--- src/rtl/signed_threshold_monitor.sv ---
`default_nettype none
// ============================================================================
//  Module      : signed_threshold_monitor
//  Description : Multi-channel signed threshold monitor. Each channel is
//                compared against a shared programmable threshold using
//                hysteresis and consecutive-sample debounce. Produces a live
//                alarm, a sticky alarm history and a running signed peak
//                across all channels.
//  Revision    : 1.0  initial release
// ============================================================================
module signed_threshold_monitor #(
  parameter int BITS     = 8,
  parameter int CHANNELS = 2,
  parameter int DEBOUNCE = 4
) (
  input  logic                       clk,
  input  logic                       rst,
  input  logic                       sample_valid,
  input  logic [CHANNELS*(BITS+1)-1:0] samples,
  input  logic                       cfg_load,
  input  logic [BITS:0]              threshold,
  input  logic [BITS-1:0]            hysteresis,
  input  logic                       sticky_clr,
  output logic [CHANNELS-1:0]        alarm,
  output logic                       alarm_any,
  output logic [CHANNELS-1:0]        alarm_sticky,
  output logic [BITS:0]              peak,
  output logic [((CHANNELS > 1) ? $clog2(CHANNELS) : 1)-1:0] peak_chan
);

  // Sample width, extended compare width, channel index width, counter width
  localparam int W    = BITS + 1;
  localparam int XW   = BITS + 2;
  localparam int CHW  = (CHANNELS > 1) ? $clog2(CHANNELS) : 1;
  localparam int CNTW = (DEBOUNCE > 1) ? $clog2(DEBOUNCE + 1) : 1;

  // Most negative and most positive representable sample values
  localparam logic [W-1:0] SAMPLE_MIN = {1'b1, {BITS{1'b0}}};
  localparam logic [W-1:0] SAMPLE_MAX = {1'b0, {BITS{1'b1}}};

  localparam logic [CNTW-1:0] CNT_ZERO = '0;
  localparam logic [CNTW-1:0] CNT_ONE  = CNTW'(1);
  localparam logic [CNTW-1:0] CNT_DEB  = CNTW'(DEBOUNCE);

  // Per-channel debounce FSM encoding
  localparam logic [1:0] ST_IDLE      = 2'd0;
  localparam logic [1:0] ST_ARMING    = 2'd1;
  localparam logic [1:0] ST_ALARM     = 2'd2;
  localparam logic [1:0] ST_RELEASING = 2'd3;

  // --------------------------------------------------------------------------
  // Configuration shadows
  // --------------------------------------------------------------------------
  logic [W-1:0]    thr_shadow;
  logic [BITS-1:0] hyst_shadow;

  // Capture threshold/hysteresis; the new pair takes effect the cycle after
  always_ff @(posedge clk) begin
    if (rst) begin
      thr_shadow  <= SAMPLE_MAX;
      hyst_shadow <= '0;
    end else if (cfg_load) begin
      thr_shadow  <= threshold;
      hyst_shadow <= hysteresis;
    end
  end

  // Trip and release levels in one extra bit of headroom: thr - hyst spans
  // at most -2^BITS - (2^BITS - 1), which still fits in BITS+2 signed.
  logic signed [XW-1:0] thr_ext;
  logic signed [XW-1:0] rel_ext;

  assign thr_ext = $signed({thr_shadow[W-1], thr_shadow});
  assign rel_ext = thr_ext - $signed({2'b00, hyst_shadow});

  // --------------------------------------------------------------------------
  // Per-channel compare and debounce
  // --------------------------------------------------------------------------
  logic [CHANNELS-1:0] alarm_nxt;

  generate
    for (genvar i = 0; i < CHANNELS; i++) begin : g_chan
      logic [W-1:0]         smp;
      logic signed [XW-1:0] smp_ext;
      logic                 above;
      logic                 below;
      logic [1:0]           state;
      logic [1:0]           state_nxt;
      logic [CNTW-1:0]      cnt;
      logic [CNTW-1:0]      cnt_nxt;
      logic [CNTW-1:0]      cnt_inc;

      assign smp     = samples[i*W +: W];
      assign smp_ext = $signed({smp[W-1], smp});
      assign above   = (smp_ext >  thr_ext);
      assign below   = (smp_ext <= rel_ext);
      assign cnt_inc = cnt + CNT_ONE;

      // Debounce transitions; only valid samples move the FSM or counter
      always_comb begin
        state_nxt = state;
        cnt_nxt   = cnt;
        if (sample_valid) begin
          case (state)
            ST_IDLE: begin
              if (above) begin
                if (DEBOUNCE == 1) begin
                  state_nxt = ST_ALARM;
                  cnt_nxt   = CNT_ZERO;
                end else begin
                  state_nxt = ST_ARMING;
                  cnt_nxt   = CNT_ONE;
                end
              end
            end
            ST_ARMING: begin
              if (above) begin
                if (cnt_inc == CNT_DEB) begin
                  state_nxt = ST_ALARM;
                  cnt_nxt   = CNT_ZERO;
                end else begin
                  cnt_nxt = cnt_inc;
                end
              end else begin
                state_nxt = ST_IDLE;
                cnt_nxt   = CNT_ZERO;
              end
            end
            ST_ALARM: begin
              if (below) begin
                if (DEBOUNCE == 1) begin
                  state_nxt = ST_IDLE;
                  cnt_nxt   = CNT_ZERO;
                end else begin
                  state_nxt = ST_RELEASING;
                  cnt_nxt   = CNT_ONE;
                end
              end
            end
            ST_RELEASING: begin
              if (below) begin
                if (cnt_inc == CNT_DEB) begin
                  state_nxt = ST_IDLE;
                  cnt_nxt   = CNT_ZERO;
                end else begin
                  cnt_nxt = cnt_inc;
                end
              end else begin
                state_nxt = ST_ALARM;
                cnt_nxt   = CNT_ZERO;
              end
            end
            default: begin
              state_nxt = ST_IDLE;
              cnt_nxt   = CNT_ZERO;
            end
          endcase
        end
      end

      // Hold FSM state and debounce count; reset drops any partial run
      always_ff @(posedge clk) begin
        if (rst) begin
          state <= ST_IDLE;
          cnt   <= CNT_ZERO;
        end else begin
          state <= state_nxt;
          cnt   <= cnt_nxt;
        end
      end

      // Alarm is asserted through both the alarm and the release-debounce phases
      assign alarm_nxt[i] = (state_nxt == ST_ALARM) || (state_nxt == ST_RELEASING);
    end
  endgenerate

  // --------------------------------------------------------------------------
  // Alarm outputs
  // --------------------------------------------------------------------------
  logic [CHANNELS-1:0] alarm_rise;

  assign alarm_rise = alarm_nxt & ~alarm;

  // Live alarm, its OR, and the sticky history; a rise beats a same-cycle clear
  always_ff @(posedge clk) begin
    if (rst) begin
      alarm        <= '0;
      alarm_any    <= 1'b0;
      alarm_sticky <= '0;
    end else begin
      alarm        <= alarm_nxt;
      alarm_any    <= |alarm_nxt;
      alarm_sticky <= (alarm_sticky & ~{CHANNELS{sticky_clr}}) | alarm_rise;
    end
  end

  // --------------------------------------------------------------------------
  // Running peak across channels
  // --------------------------------------------------------------------------
  logic [W-1:0]   max_val;
  logic [CHW-1:0] max_idx;

  // Largest sample this cycle; strict compare keeps the lowest index on ties
  always_comb begin
    max_val = samples[W-1:0];
    max_idx = '0;
    for (int c = 1; c < CHANNELS; c++) begin
      if ($signed(samples[c*W +: W]) > $signed(max_val)) begin
        max_val = samples[c*W +: W];
        max_idx = CHW'(c);
      end
    end
  end

  // Track the peak; a clear restarts from the floor so a same-cycle sample loads
  always_ff @(posedge clk) begin
    if (rst) begin
      peak      <= SAMPLE_MIN;
      peak_chan <= '0;
    end else if (sample_valid && (sticky_clr || ($signed(max_val) > $signed(peak)))) begin
      peak      <= max_val;
      peak_chan <= max_idx;
    end else if (sticky_clr) begin
      peak      <= SAMPLE_MIN;
      peak_chan <= '0;
    end
  end

endmodule
`default_nettype wire
--- config.mk ---
export PLATFORM = sky130hd
export DESIGN_NAME = signed_threshold_monitor
export DESIGN_NICKNAME = d
export VERILOG_FILES = /design/src/rtl/signed_threshold_monitor.sv
export SDC_FILE = /design/constraint.sdc
export NUM_CORES = 1
export LEC_CHECK = 0
export ABC_CLOCK_PERIOD_IN_PS = 7100
export CORE_UTILIZATION = 55
export DETAILED_ROUTE_END_ITERATION = 12
export PLACE_DENSITY = 0.79
export SLEW_MARGIN = 30
export SYNTH_ARGS = -nofsm -noshare
export SYNTH_HDL_FRONTEND = slang
export SYNTH_SLANG_ARGS = --single-unit
--- constraint.sdc ---
create_clock -name clk -period 7.1 [get_ports clk]
set_input_delay 2.13 -clock clk [delete_from_list [all_inputs] [get_ports clk]]
set_output_delay 2.13 -clock clk [all_outputs]
set_load 0.1 [all_outputs]
==> flow_metrics.env, run 1 <==
export IMPL_cts_max_level=2
export IMPL_portBuffers=54
export IMPL_required_ns=7.26
export IMPL_vdd_drop_max_mv=0.150
export IMPL_placed_cells_incl_taps=556
export IMPL_cp_max_fo=13
export IMPL_dieWidth_microns=83.0
export IMPL_fillers=548
export IMPL_fin_crit_sh_pct=87.3
export IMPL_wl_mm=8.96
export IMPL_synth_area_leaders="dfxtp_1, ha_1, mux2i_1"
export IMPL_pre_cts_slack_ns=0.598
export IMPL_yosys_cell_count_top_type="ha_1"
export IMPL_ys_types=58
export IMPL_synth_seq_area_share_pct=23.3
export IMPL_ant_nets=0
export IMPL_power_frac_comb_pct=44.9
export IMPL_cts_sinks=42
export IMPL_vias=3301
export IMPL_swShare_pct=40.4
export IMPL_critPathSlowestCell="clkdlybuf4s50_1"
export IMPL_clockPowerShare_pct=20.9
export IMPL_numCtsBuffers=5
export IMPL_cts_setup_buffers=0
export IMPL_drive_gt1_share_pct=7.60
export IMPL_pin_count=55
export IMPL_worst_pin_slew_ns=0.970
export IMPL_hold_viol_final=0
export IMPL_stdcell_count=564
export IMPL_syn_inst=434
export IMPL_min_path_type="flip-flop to flip-flop"
export IMPL_rsz0062_at_grt="no"
export IMPL_multi_input_area_sq_um=2550
export IMPL_critPathBufInv=2
export IMPL_power_leakage_uw=0.00194
export IMPL_fin_crit_ns=6.20
export IMPL_cp_end_kind="flip-flop"
export IMPL_p_per_area_nw_per_um2=179
export IMPL_synthTopCellsByCount="ha_1, inv_1, dfxtp_1, nor2_1, nand2_1"
export IMPL_finalSetupViolations=0
export IMPL_overflow=0
export IMPL_max_freq_ghz=0.161
export IMPL_finClkSkew_ns=0.00673
export IMPL_critical_path_cell_chain="clkdlybuf4s50_1 > inv_1 > ha_1 > nor2b_1 > o21a_1 > o21ai_0 > a21oi_1 > o211ai_2 > mux2_2 > ha_1 > nor2b_1 > o21a_1 > o21ai_0 > a21oi_1 > a31oi_1 > o21a_1 > nor3b_1 > o21ai_0"
export IMPL_syn_nets=539
export IMPL_synth_top_cell_area_share_pct=23.3
export IMPL_grt_pass1_vias=3196
export IMPL_nNetsFinal=591
export IMPL_wl_per_cell_microns=15.9
export IMPL_root_buffer="clkbuf_8"
export IMPL_ys_seq_elements=42
export IMPL_critPathTopFamily="compound AO/OA/AOI/OAI gates"
export IMPL_clk_pin_slew_ns=0.09
export IMPL_rows=29
export IMPL_synth_edf_count=0
export IMPL_drv_cap=0
export IMPL_hold_slack_ns=0.453
export IMPL_grt_max_degree=29
export IMPL_grt_pass1_wl_mm=15.1
export IMPL_max_stage_delay_ns=0.57
export IMPL_synth_top_area_cell="dfxtp_1"
export IMPL_clk_latency_ns=0.31
export IMPL_power_uw=770
export IMPL_cts_hold_fix_buffers=0
export IMPL_p_int_uw=459
export IMPL_regArea_sq_um=841
export IMPL_drt_initial_drc_count=196
export IMPL_antenna_cells=0
export IMPL_gp_congestion=0.929
export IMPL_critPathArrivalTime_ns=6.36
export IMPL_status="finished, final reports clean"
export IMPL_p_switching_uw=311
export IMPL_dp_hpwl_mm=7.21
export IMPL_start_util_pct=56.9
export IMPL_max_slew_margin_rel_pct=35.1
export IMPL_power_frac_seq_pct=34.2
export IMPL_fin_ws_ns=0.901
export IMPL_area_delta_synth_final_pct=19.1
export IMPL_drc=0
export IMPL_clockBufferDepth=2
export IMPL_setup_worst_path_start_class="input port"
export IMPL_cts_tree="yes"
export IMPL_core_area_sq_um=6350
export IMPL_cts_repair_resized=0
export IMPL_syn_mean_instance_area_sq_um=8.32
export IMPL_netlist_area_sq_um=3610
export IMPL_antenna_found_initial=0
export IMPL_grt_usage_pct=26.9
export IMPL_fin_setup_tns_ns=0
export IMPL_ys_async_sr_fraction_pct=0
export IMPL_die_area_sq_um=6890
export IMPL_critical_path_class="input port to flip-flop"
export IMPL_yosysWarnings=0
export IMPL_drtPass1Iterations=4
export IMPL_drv_slew=0
export IMPL_ys_flop_type="dfxtp_1"
export IMPL_die_height_microns=83.0
export IMPL_vias_per_cell=5.85
-- area by class of cell --
| class | count | area share (%) |
|---|---|---|
| clock buffers | 5 | 1.60 |
| clock inverters | 3 | 0.436 |
| inverters | 49 | 4.28 |
| multi-input cells | 333 | 59.3 |
| flip-flops and latches | 42 | 19.6 |
| well taps | 77 | 2.24 |
| repair buffers | 55 | 12.6 |
-- power groups by stage --
stage                     registers [uW]  clock network (uW)  logic (uW)
after floorplan                      316                   0         201
after global placement               268                   0         335
after detailed placement             268                   0         341
after CTS                            263                 163         344
after global routing                 266                 172         381
final                                263                 161         346
-- worst reg2reg max path: cells and delay by family, from the launching register on --
kind            cells  cell delay [ns]
compound gates      5             1.24
simple gates        6             1.17
fa+ha+maj           3             1.00
flops               1             0.37
xor+xnor            1             0.17
buf+inv             1             0.07
-- placed cells by master, fill, tap and decap left out, types with 2 or more instances in the layout --
cell / netlist / routed
a2111oi_0: 3 / 3
nor3_1: 8 / 8
and3b_1: 2 / 2
a31o_2: 2 / 2
mux2i_1: 19 / 19
inv_1: 49 / 49
nor2b_1: 7 / 7
o211ai_1: 12 / 12
clkbuf_8: 0 / 5
o32ai_1: 3 / 3
a211oi_1: 4 / 4
or2_2: 6 / 6
nand3_1: 12 / 12
clkinv_2: 0 / 2
nand2b_1: 4 / 4
mux2_2: 8 / 8
o21a_1: 12 / 12
dfxtp_1: 42 / 42
ha_1: 64 / 64
xor2_1: 4 / 4
a31oi_1: 4 / 4
a21o_1: 4 / 4
or3_1: 2 / 2
o31a_1: 3 / 3
nand2_1: 30 / 30
nor2_1: 42 / 42
a21oi_1: 21 / 21
clkdlybuf4s50_1: 0 / 53
nand4_1: 10 / 10
a211o_1: 5 / 5
o21ai_0: 14 / 14
-- stage by stage --
step           utilization (%)  area, sq um
3_5_place_dp              66.3         4210
3_3_place_gp              66.4         4220
2_1_floorplan                -         3610
6_report                  67.7         4300
4_1_cts                   67.7         4300
5_1_grt                   67.7         4300
-- final timing paths --
path | from | endpoint | slack, ns | depth (start not counted)
max | samples[1] | peak[8] | 0.90 | 18
min | alarm[0] | alarm_sticky[0] | 0.45 | 1
max reg2reg | thr_shadow[0] | g_chan[0].cnt[0] | 2.98 | 16
min reg2reg | alarm[0] | alarm_sticky[0] | 0.45 | 1
-- sequential cells by signal, summed over array words and instances, names as in the netlist --
name and cells:
g_chan.cnt 6, alarm 2, g_chan.state 4, peak_chan 1, alarm_any 1, alarm_sticky 2, peak 9, hyst_shadow 8
thr_shadow 9
-- cells by family (layout without fill, tap and decap cells) --
logic type | count (synthesis) | in the layout | share of synthesized area, %
multiplexers | 27 | 27 | 7.76
AND/OR/NAND/NOR | 134 | 134 | 18.3
flip-flops | 42 | 42 | 23.3
XOR/XNOR | 5 | 5 | 1.21
AO/OA/AOI/OAI | 102 | 102 | 20.6
buffers and inverters | 59 | 112 | 6.13
adder cells (fa/ha/maj) | 65 | 65 | 22.7
-- routing by layer --
layer  global-route usage, %  wire (microns)
met5                       0               0
met2                    43.8            4050
met1                    37.2            4370
met3                    3.58             434
met4                    7.52              97
(Power assumes the default switching activity.)
==> inputs of run 2 (changes only) <==
==> constraint.sdc (replaced) <==
create_clock -name clk -period 7.1 [get_ports clk]
set_input_delay 1.42 -clock clk [delete_from_list [all_inputs] [get_ports clk]]
set_output_delay 1.42 -clock clk [all_outputs]
set_load 0.1 [all_outputs]
==> flow_metrics.env, run 2 (synthesis gave the netlist of run 1 again) <==
export IMPL_cts_tree="yes"
export IMPL_multi_input_area_sq_um=2550
export IMPL_numCtsBuffers=5
export IMPL_wl_per_cell_microns=16.7
export IMPL_clockBufferDepth=2
export IMPL_grt_usage_pct=28.0
export IMPL_cts_sinks=42
export IMPL_portBuffers=54
export IMPL_grt_pass1_wl_mm=15.8
export IMPL_fin_crit_sh_pct=78.1
export IMPL_p_per_area_nw_per_um2=187
export IMPL_drt_initial_drc_count=212
export IMPL_cp_max_fo=13
export IMPL_start_util_pct=56.9
export IMPL_max_freq_ghz=0.180
export IMPL_ant_nets=0
export IMPL_grt_pass1_vias=3332
export IMPL_core_area_sq_um=6350
export IMPL_fin_setup_tns_ns=0
export IMPL_die_height_microns=83.0
export IMPL_nNetsFinal=591
export IMPL_dp_hpwl_mm=7.33
export IMPL_max_slew_margin_rel_pct=35.1
export IMPL_vdd_drop_max_mv=0.153
export IMPL_fin_crit_ns=5.54
export IMPL_wl_mm=9.41
export IMPL_drv_cap=0
export IMPL_die_area_sq_um=6890
export IMPL_critPathSlowestCell="clkdlybuf4s50_1"
export IMPL_regArea_sq_um=841
export IMPL_status="finished, final reports clean"
export IMPL_drv_slew=0
export IMPL_final_util_pct=68.1
export IMPL_power_leakage_uw=0.00194
export IMPL_overflow=0
export IMPL_rows=29
export IMPL_finClkSkew_ns=0.00388
export IMPL_root_buffer="clkbuf_8"
export IMPL_pin_count=55
export IMPL_antenna_found_initial=0
export IMPL_rsz0062_at_grt="no"
export IMPL_critPathArrivalTime_ns=5.70
export IMPL_cts_max_level=2
export IMPL_critical_path_cell_chain="clkdlybuf4s50_1 > inv_1 > ha_1 > a21oi_1 > nor2b_1 > o21ai_0 > nand3_1 > o211ai_2 > mux2_2 > ha_1 > nor2b_1 > o21a_1 > o21ai_0 > a21oi_1 > a31oi_1 > o21a_1 > nor3b_1 > o21ai_0"
export IMPL_cts_setup_buffers=0
export IMPL_fillers=527
export IMPL_cts_hold_fix_buffers=0
export IMPL_clk_pin_slew_ns=0.08
export IMPL_layout_commonest_cell="ha_1"
export IMPL_reg_top3="peak (9), thr_shadow (9), hyst_shadow (8)"
export IMPL_final_cell_mix="ha_1, clkdlybuf4s50_1, inv_1, nor2_1, dfxtp_1"
export IMPL_worst_pin_slew_ns=0.971
export IMPL_grt_max_degree=29
export IMPL_area_delta_synth_final_pct=19.8
export IMPL_drtPass1Iterations=6
export IMPL_antenna_cells=0
export IMPL_setup_worst_path_start_class="input port"
export IMPL_required_ns=7.26
export IMPL_gp_congestion=0.929
export IMPL_critical_path_class="input port to flip-flop"
export IMPL_clk_latency_ns=0.29
export IMPL_hold_viol_final=0
export IMPL_min_path_type="flip-flop to flip-flop"
export IMPL_drc=0
export IMPL_drive_gt1_share_pct=7.41
export IMPL_vias=3386
export IMPL_dieWidth_microns=83.0
export IMPL_cp_end_kind="flip-flop"
export IMPL_crit_top_cell="o21ai_0"
export IMPL_vias_per_cell=6.01
export IMPL_max_stage_delay_ns=0.58
export IMPL_finalSetupViolations=0
export IMPL_cts_repair_resized=0
run 2: cell count changes in the layout (fill, tap and decap cells not counted):
cell | previous run | this run
clkinv_2 | 2 | 0
bufinv_16 | 0 | 1
clkbuf_8 | 5 | 6
inv_6 | 1 | 0
run 2: layout make-up:
type / count / area share, %
Multi-Input combinational cell: 333 / 58.9
Sequential cell: 42 / 19.4
Timing Repair Buffer: 55 / 12.6
Inverter: 49 / 4.25
Tap cell: 77 / 2.23
Clock buffer: 6 / 1.91
Clock inverter: 1 / 0.694
run 2: stage by stage:
step / cells / setup slack (ns) / cell area [sq um] / power [uW] / hold slack (ns)
after floorplan: 434 / 2.25 / 3610 / 517 / 0.460
after CTS: 563 / 1.63 / 4330 / 806 / 0.455
after global placement: 556 / 1.47 / 4220 / 603 / 0.438
after detailed placement: 556 / 1.30 / 4210 / 611 / 0.443
final: 563 / 1.56 / 4330 / 810 / 0.450
after global routing: 563 / 1.36 / 4330 / 859 / 0.473
run 2: worst max-delay path: cells and delay by family:
kind                       cells  cell delay (ns)
adders and majority gates      2             0.61
muxes                          1             0.42
and+or+nand+nor                4             0.57
buffers and inverters          2             0.66
AOI/OAI and AO/OA              9             2.00
run 2: final timing paths:
check | from | to | slack [ns] | depth (start not counted)
max reg2reg | thr_shadow[0] | g_chan[1].cnt[2] | 2.87 | 16
min | alarm[0] | alarm_sticky[0] | 0.45 | 1
max | samples[5] | peak[8] | 1.56 | 18
min reg2reg | alarm[0] | alarm_sticky[0] | 0.45 | 1
run 2: where the power goes:
group          total, uW  switching [uW]  leakage, uW  internal [uW]
Sequential           263            12.2     0.000345            251
Combinational        351             211      0.00154            139
Clock                196            83.2    0.0000573            113
run 2: layer usage:
metal  wire, microns  GRT usage [%]
met3             448           3.48
met2            4290           46.1
met4             154           7.99
met1            4520           38.6
met5               0              0
==> inputs of run 3 (changes only) <==
--- a/config.mk
+++ b/config.mk
@@ -5,10 +5,10 @@
 export SDC_FILE = /design/constraint.sdc
 export NUM_CORES = 1
 export LEC_CHECK = 0
-export ABC_CLOCK_PERIOD_IN_PS = 7100
-export CORE_UTILIZATION = 55
+export ABC_CLOCK_PERIOD_IN_PS = 4500
+export CORE_UTILIZATION = 50
 export DETAILED_ROUTE_END_ITERATION = 12
-export PLACE_DENSITY = 0.79
+export PLACE_DENSITY = 0.76
 export SLEW_MARGIN = 30
 export SYNTH_ARGS = -nofsm -noshare
 export SYNTH_HDL_FRONTEND = slang
==> constraint.sdc (replaced) <==
create_clock -name clk -period 4.5 [get_ports clk]
set_input_delay 0.9 -clock clk [delete_from_list [all_inputs] [get_ports clk]]
set_output_delay 0.9 -clock clk [all_outputs]
set_load 0.1 [all_outputs]
==> flow_metrics.env, run 3 (synthesis gave the netlist of run 1 again) <==
export IMPL_ant_nets=0
export IMPL_fillers=602
export IMPL_placed_cells_incl_taps=601
export IMPL_dieWidth_microns=87.0
export IMPL_start_util_pct=52.6
export IMPL_final_cell_mix="ha_1, clkdlybuf4s50_1, inv_1, nor2_1, dfxtp_1"
export IMPL_rsz0062_at_grt="yes"
export IMPL_vias=3415
export IMPL_stdcell_count=610
export IMPL_status="finished, final reports clean"
export IMPL_hold_slack_ns=0.463
export IMPL_rows=30
export IMPL_cts_max_level=2
export IMPL_drv_cap=0
export IMPL_grt_max_degree=29
export IMPL_reg_top3="peak (9), thr_shadow (9), hyst_shadow (8)"
export IMPL_antenna_cells=0
export IMPL_max_stage_delay_ns=0.49
export IMPL_clk_pin_slew_ns=0.09
export IMPL_critPathSlowestCell="clkdlybuf4s50_1"
export IMPL_drc=0
export IMPL_max_slew_margin_rel_pct=34.6
export IMPL_cp_max_fo=5
export IMPL_fin_setup_tns_ns=0
export IMPL_die_area_sq_um=7570
export IMPL_gp_congestion=0.853
export IMPL_root_buffer="clkbuf_8"
export IMPL_wl_per_cell_microns=15.4
export IMPL_die_height_microns=87.0
export IMPL_grt_pass1_vias=3461
export IMPL_clk_latency_ns=0.30
export IMPL_p_per_area_nw_per_um2=287
export IMPL_layout_commonest_cell="ha_1"
export IMPL_min_path_type="flip-flop to flip-flop"
export IMPL_area_delta_synth_final_pct=26.5
export IMPL_dp_hpwl_mm=7.62
export IMPL_drt_initial_drc_count=120
export IMPL_critPathBufInv=4
export IMPL_critical_path_cell_chain="clkdlybuf4s50_1 > inv_1 > ha_1 > nor2b_1 > o21a_1 > o21ai_2 > a21oi_2 > o211ai_2 > buf_4 > mux2_2 > ha_1 > or3_1 > o21ai_0 > a21oi_1 > a31oi_1 > o21a_2 > buf_4 > mux2i_1 > nor2_1"
export IMPL_wl_mm=9.37
export IMPL_pin_count=55
export IMPL_vias_per_cell=5.60
export IMPL_fin_crit_sh_pct=96.3
export IMPL_hold_viol_final=0
export IMPL_max_freq_ghz=0.231
export IMPL_critical_path_class="input port to flip-flop"
export IMPL_portBuffers=54
export IMPL_grt_pass1_wl_mm=15.6
export IMPL_core_area_sq_um=6870
export IMPL_power_leakage_uw=0.00208
export IMPL_vdd_drop_max_mv=0.199
export IMPL_drive_gt1_share_pct=13.0
export IMPL_critPathTopFamily="compound AO/OA/AOI/OAI gates"
export IMPL_grt_usage_pct=26.2
export IMPL_clockBufferDepth=2
export IMPL_setup_worst_path_start_class="input port"
export IMPL_nNetsFinal=618
export IMPL_cp_end_kind="flip-flop"
export IMPL_worst_pin_slew_ns=0.977
export IMPL_critPathArrivalTime_ns=4.52
export IMPL_fin_crit_ns=4.33
export IMPL_drv_slew=0
export IMPL_numCtsBuffers=5
export IMPL_finClkSkew_ns=0.0128
export IMPL_finalSetupViolations=0
export IMPL_required_ns=4.69
export IMPL_overflow=0
export IMPL_antenna_found_initial=0
export IMPL_drtPass1Iterations=4
export IMPL_cts_tree="yes"
export IMPL_cts_sinks=42
## run 3: report_power, final
group	switching [uW]	leakage (uW)	total, uW	internal [uW]
sequential	18.6	0.000345	415	396
combinational	338	0.00168	589	251
clock	142	0.0000585	309	166
## run 3: per-layer routing
layer / track usage (%) / wire (microns) / vias up
li1: - / - / 1723
met1: 34.3 / 4520 / 1627
met2: 45.2 / 4480 / 54
met3: 3.41 / 260 / 11
met4: 6.67 / 112 / 0
met5: 0 / 0 / -
## run 3: path summary, 6_finish.rpt
path                                startpoint                to  slack [ns]  depth (start not counted)
worst max-delay path                samples[1]           peak[6]        0.17                         19
worst min-delay path                  alarm[0]   alarm_sticky[0]        0.46                          1
worst max register to register  hyst_shadow[1]  g_chan[1].cnt[2]        0.41                         16
worst min register to register        alarm[0]   alarm_sticky[0]        0.46                          1
## run 3: worst reg2reg max path: cells and delay by family (launching register included)
family,cells,cell delay [ns]
fa+ha+maj,2,0.57
compound gates,10,2.27
simple gates,2,0.46
flops,1,0.38
xor+xnor,1,0.26
buf+inv,1,0.06
## run 3: final cells by class
| cell class | instances | area (sq um) | area share [%] |
|---|---|---|---|
| multi-input cells | 333 | 2560 | 56.0 |
| flip-flops and latches | 42 | 841 | 18.4 |
| repair buffers | 82 | 753 | 16.5 |
| inverters | 49 | 184 | 4.03 |
| well taps | 96 | 120 | 2.63 |
| clock buffers | 5 | 68.8 | 1.51 |
| clock inverters | 3 | 43.8 | 0.959 |
## run 3: repair_timing
| action | in CTS | in global routing |
|---|---|---|
| setup buffers | 0 | 1 |
| resized for setup | 0 | 8 |
| hold buffers | 0 | 0 |
| endpoints found under the setup margin | 0 | 10 |
## run 3: metrics by stage
| stage | power, uW | instance area, sq um | utilization (%) | setup slack (ns) |
|---|---|---|---|---|
| global route | 1390 | 4570 | 66.5 | -0.0306 |
| floorplan | 816 | 3610 | - | 0.170 |
| finish | 1310 | 4570 | 66.5 | 0.168 |
| detailed placement | 997 | 4430 | 64.5 | -0.249 |
| global placement | 981 | 4440 | 64.6 | -0.182 |
| CTS | 1300 | 4540 | 66.2 | 0.0434 |
